==> config.mk <==
export PLATFORM = sky130hd
export DESIGN_NAME = alu_operand_stager
export DESIGN_NICKNAME = d
export VERILOG_FILES = /design/src/rtl/alu_operand_stager.sv
export SDC_FILE = /design/constraint.sdc
export NUM_CORES = 1
export LEC_CHECK = 0
export CAP_MARGIN = 25
export CORE_MARGIN = 2
export CORE_UTILIZATION = 45
export CTS_BUF_LIST = sky130_fd_sc_hd__clkbuf_4 sky130_fd_sc_hd__clkbuf_8
export DETAILED_ROUTE_END_ITERATION = 7
export DONT_BUFFER_PORTS = 1
export GPL_ROUTABILITY_DRIVEN = 0
export RECOVER_POWER = 50
export SLEW_MARGIN = 20
export SYNTH_ARGS = -nofsm -noshare
export SYNTH_HDL_FRONTEND = slang
export SYNTH_SLANG_ARGS = --single-unit
==> constraint.sdc <==
create_clock -name clk -period 1.8 [get_ports clk]
set_clock_uncertainty 0.05 [all_clocks]
set_input_delay 0.36 -clock clk [delete_from_list [all_inputs] [get_ports clk]]
set_output_delay 0.36 -clock clk [all_outputs]
set_load 0.02 [all_outputs]
==> src/rtl/alu_operand_stager.sv <==
// rtl/alu_operand_stager.sv - operand sequencer and result holder in front of the and16 logic unit
//
// Purpose: takes operand A then operand B over one shared handshaked bus,
// drives them steady onto the logic unit, waits SETTLE cycles, captures the
// unit output and holds it on a valid/ready handshake until consumed.
//
// Ports:
//   clk        rising-edge clock
//   rst        synchronous active-high reset
//   bus_in     operand word (A first, then B)
//   bus_valid  bus_in holds a word
//   bus_ready  stager accepts a word this cycle (LOAD_A / LOAD_B only)
//   op_a       registered operand A to logic unit in1
//   op_b       registered operand B to logic unit in2
//   res_in     logic unit output
//   res_out    captured result
//   res_valid  res_out holds an unconsumed result
//   res_ready  consumer takes res_out this cycle
//   busy       high in every state except LOAD_A
//   op_count   completed result transfers, wraps modulo 2^CNT_W
module alu_operand_stager #(
  parameter int WIDTH  = 16,
  parameter int SETTLE = 1,
  parameter int CNT_W  = 8
) (
  input  logic             clk,
  input  logic             rst,
  input  logic [WIDTH-1:0] bus_in,
  input  logic             bus_valid,
  output logic             bus_ready,
  output logic [WIDTH-1:0] op_a,
  output logic [WIDTH-1:0] op_b,
  input  logic [WIDTH-1:0] res_in,
  output logic [WIDTH-1:0] res_out,
  output logic             res_valid,
  input  logic             res_ready,
  output logic             busy,
  output logic [CNT_W-1:0] op_count
);

  generate
    if (SETTLE < 1 || SETTLE > 15) begin : g_bad_settle
      $error("alu_operand_stager: SETTLE must be in 1..15");
    end
  endgenerate

  localparam logic [1:0] S_LOAD_A = 2'd0;
  localparam logic [1:0] S_LOAD_B = 2'd1;
  localparam logic [1:0] S_SETTLE = 2'd2;
  localparam logic [1:0] S_DONE   = 2'd3;

  // The counter is loaded with SETTLE on the B transfer and captures when it
  // reaches zero, so the capture edge lands SETTLE+1 edges after operand B.
  localparam logic [3:0] SETTLE_INIT = 4'(SETTLE);

  logic [1:0]       state_q, state_d;
  logic [3:0]       cnt_q, cnt_d;
  logic [WIDTH-1:0] op_a_q, op_a_d;
  logic [WIDTH-1:0] op_b_q, op_b_d;
  logic [WIDTH-1:0] res_q, res_d;
  logic             valid_q, valid_d;
  logic [CNT_W-1:0] count_q, count_d;

  // Ready depends on state alone, never on bus_valid.
  assign bus_ready = (state_q == S_LOAD_A) || (state_q == S_LOAD_B);
  assign busy      = (state_q != S_LOAD_A);
  assign op_a      = op_a_q;
  assign op_b      = op_b_q;
  assign res_out   = res_q;
  assign res_valid = valid_q;
  assign op_count  = count_q;

  always_comb begin
    state_d = state_q;
    cnt_d   = cnt_q;
    op_a_d  = op_a_q;
    op_b_d  = op_b_q;
    res_d   = res_q;
    valid_d = valid_q;
    count_d = count_q;
    case (state_q)
      S_LOAD_A: begin
        if (bus_valid) begin
          op_a_d  = bus_in;
          state_d = S_LOAD_B;
        end
      end
      S_LOAD_B: begin
        if (bus_valid) begin
          op_b_d  = bus_in;
          cnt_d   = SETTLE_INIT;
          state_d = S_SETTLE;
        end
      end
      S_SETTLE: begin
        if (cnt_q == 4'd0) begin
          res_d   = res_in;
          valid_d = 1'b1;
          state_d = S_DONE;
        end else begin
          cnt_d = cnt_q - 4'd1;
        end
      end
      default: begin
        if (res_ready) begin
          valid_d = 1'b0;
          count_d = count_q + CNT_W'(1);
          state_d = S_LOAD_A;
        end
      end
    endcase
  end

  always_ff @(posedge clk) begin
    if (rst) begin
      state_q <= S_LOAD_A;
      cnt_q   <= 4'd0;
      op_a_q  <= '0;
      op_b_q  <= '0;
      res_q   <= '0;
      valid_q <= 1'b0;
      count_q <= '0;
    end else begin
      state_q <= state_d;
      cnt_q   <= cnt_d;
      op_a_q  <= op_a_d;
      op_b_q  <= op_b_d;
      res_q   <= res_d;
      valid_q <= valid_d;
      count_q <= count_d;
    end
  end

endmodule

==> out/metrics.yaml <==
status: "completed"
synth_area_leader_cell: "dfxtp_1"
rows: 27
seq_area_frac_synth_pct: 50.0
path_clk_slew_ns: 0.07
met1_length_um: 2570
powerDensity_nw_per_um2: 1550
wire_per_inst_um: 14.4
slowest_stage: "dfxtp_4"
ys_warn_count: 0
post-route-period-util_pct: 96.8
worstPathRequired_ns: 1.39
highest_layer: "met4"
peakVddDrop_v: 0.000707
grt_max_degree: 62
crit_path_end_kind: "output pin"
die_h_um: 78.9
period_minus_slack_ns: 1.74
via_per_inst: 5.26
netlist_top_cells_area: "dfxtp_1 50%, nand2_1 16%, a21oi_1 12%, ha_1 4.5%, clkbuf_1 2.1%"
avgSynthCellArea_um2: 8.11
final_core_util_pct: 51.9
grt_pass1_wl_um: 9020
initial_utilization_pct: 46.1
cts_root_buf: "clkbuf_8"
wl_met3_um: 391
grt_pass1_vias: 1980
wl_met2_um: 2570
regArea_um2: 1270
path_delay_family: "flip-flops"
grt-ovfl-total: 0
cts_tree: "built"
slowest_delay_ns: 0.37
finalSetupViolCount: 0
critPathMaxFanout: 5
criticalPathCategory: "reg2out"
worst-path-buf-inv: 2
cts_sinks: 63
die-area_um2: 6220
fin_nets: 359
critPathLaunchType: "flip-flop"
core_um2: 5470
fmax_mhz: 574
drt-initial-drc-count: 68
wl_um: 5640
setup_tns_ns: 0
crit_chain: "inv_2 > ha_2 > or2_4 > buf_6"
hold_buffers: 0
drc: 0
track_usage_pct: 18.5
report.final.slew_viol_count: 0
worstMarginPinSlew_ns: 0.564
synth_cell_types: 34
die_w_um: 78.9
syn_nets: 356
arrival_ns: 1.33
vias: 2057
ios: 95
layout-drive-gt1-share_pct: 11.6
synth_area_um2: 2520
slew_headroom_pct: 62.4
insertion_delay_ns: 0.33
max-cap-violations: 0
synth_top_area_share_pct: 50.0
final_antenna_net_count: 0
place_hpwl_um: 3800
synth-seq-cells: 63
rsz0062_at_grt: "false"
filler_cell_count: 538
clockBufferDepth: 2
drt_first_pass_iters: 4
h-tree-depth: 3
worstHoldPathType: "in2reg"
portBuffers: 0
cts_buffers: 9
finalHoldViolCount: 0
multi_input_area_um2: 1170
syn2layout_area_growth_pct: 12.5
diodes: 0
p_leak_nw: 1.00
synthCells: 311
antenna_found_initial: 0
-- layout make-up --
cell class              count  area share, %
repair buffers             10           2.51
inverters                   8           1.06
clock buffers              11           5.34
clock inverters             5           1.98
multi-input cells         222           41.2
well taps                  72           3.17
flip-flops and latches     63           44.7
-- synth_stat cells (all sizes together) --
cell type / instances
buf: 4
o31ai: 4
o32ai: 1
or3: 3
nand4b: 1
o21ba: 2
nor3: 2
nand2: 105
a311oi: 1
mux2: 1
inv: 8
xor2: 1
nor2b: 3
nand3: 3
dfxtp: 63
a21oi: 58
nand4bb: 1
o21ai: 5
clkbuf: 14
ha: 9
mux2i: 2
nand4: 5
nor2: 3
or4: 2
and2: 3
a211oi: 2
xnor2: 1
or3b: 1
or2: 1
nor4bb: 1
a2bb2oi: 1
-- report_power, final --
group	switching [mW]	internal, mW
registers	0.392	1.63
clock network	0.541	0.712
logic	0.668	0.461
total	1.60	2.81
-- cells in the final DEF (no fill, tap or decap), types with 3 or more instances in the layout --
cell type and count:
a21oi_1 58, and2_1 3, buf_4 7, clkbuf_8 11
dfxtp_1 61, ha_1 8, inv_1 6, nand2_1 105
nand3_1 3, nand4_1 4, nor2_1 3, nor2b_1 3
o21ai_0 5, o31ai_1 4
-- metal layers --
layer / vias to the layer above / global-route usage (%)
met5: - / 0
met4: 0 / 7.59
met3: 12 / 7.16
met2: 54 / 30.8
met1: 947 / 21.3
li1: 1044 / -
-- worst register-to-register path, cell delays in order (launching register included) --
cell and delay (ns):
dfxtp_4 0.36, buf_4 0.11, ha_1 0.23, nand4_2 0.19
or4_1 0.50, a21oi_1 0.15
-- kinds of logic (layout without fill, tap and decap cells) --
group                    Yosys count  count (layout)  synth area share, %
multiplexers                       3               3                 1.24
buffers and inverters             26              34                 4.07
AND/OR/NAND/NOR                  134             134                 23.2
adder cells (fa/ha/maj)            9               9                 4.46
flip-flops                        63              63                 50.0
AO/OA/AOI/OAI                     74              74                 16.3
XOR/XNOR                           2               2                0.695
-- final timing paths --
check / cells past startpoint / start / slack, ns / endpoint
setup / recovery: 4 / state_q[1]$_SDFFE_PP0P_ / 0.06 / bus_ready
hold reg to reg: 2 / state_q[0]$_SDFFE_PP0P_ / 0.45 / state_q[0]$_SDFFE_PP0P_
hold / removal: 1 / rst / 0.04 / op_a[3]$_SDFFE_PP0P_
setup reg to reg: 5 / state_q[0]$_SDFFE_PP0P_ / 0.13 / op_count[7]$_SDFFE_PP0P_
-- sequential cells by signal, summed over array words and instances, names as in the netlist --
signal     count
res_out       16
op_count       8
op_a          16
res_valid      1
state_q        2
cnt_q          4
op_b          16
-- what timing repair did --
item                                    in CTS  in global routing
buffers inserted                             1                  0
gates resized for setup                      9                  0
endpoints found under the setup margin       1                  0
-- through the flow --
step                      hold slack (ns)  instance area (µm²)  setup WS, ns  instances  power, mW
after floorplan                     0.413                 2520         0.209        311       2.87
after CTS                          0.0223                 2850        0.0350        391       4.46
after global placement              0.384                 2610         0.184        374       3.12
after global routing               0.0215                 2840       0.00737        391       4.70
final                              0.0440                 2840        0.0575        391       4.41
after detailed placement            0.388                 2610         0.110        374       3.14
Power figures use the tool's default switching activity.
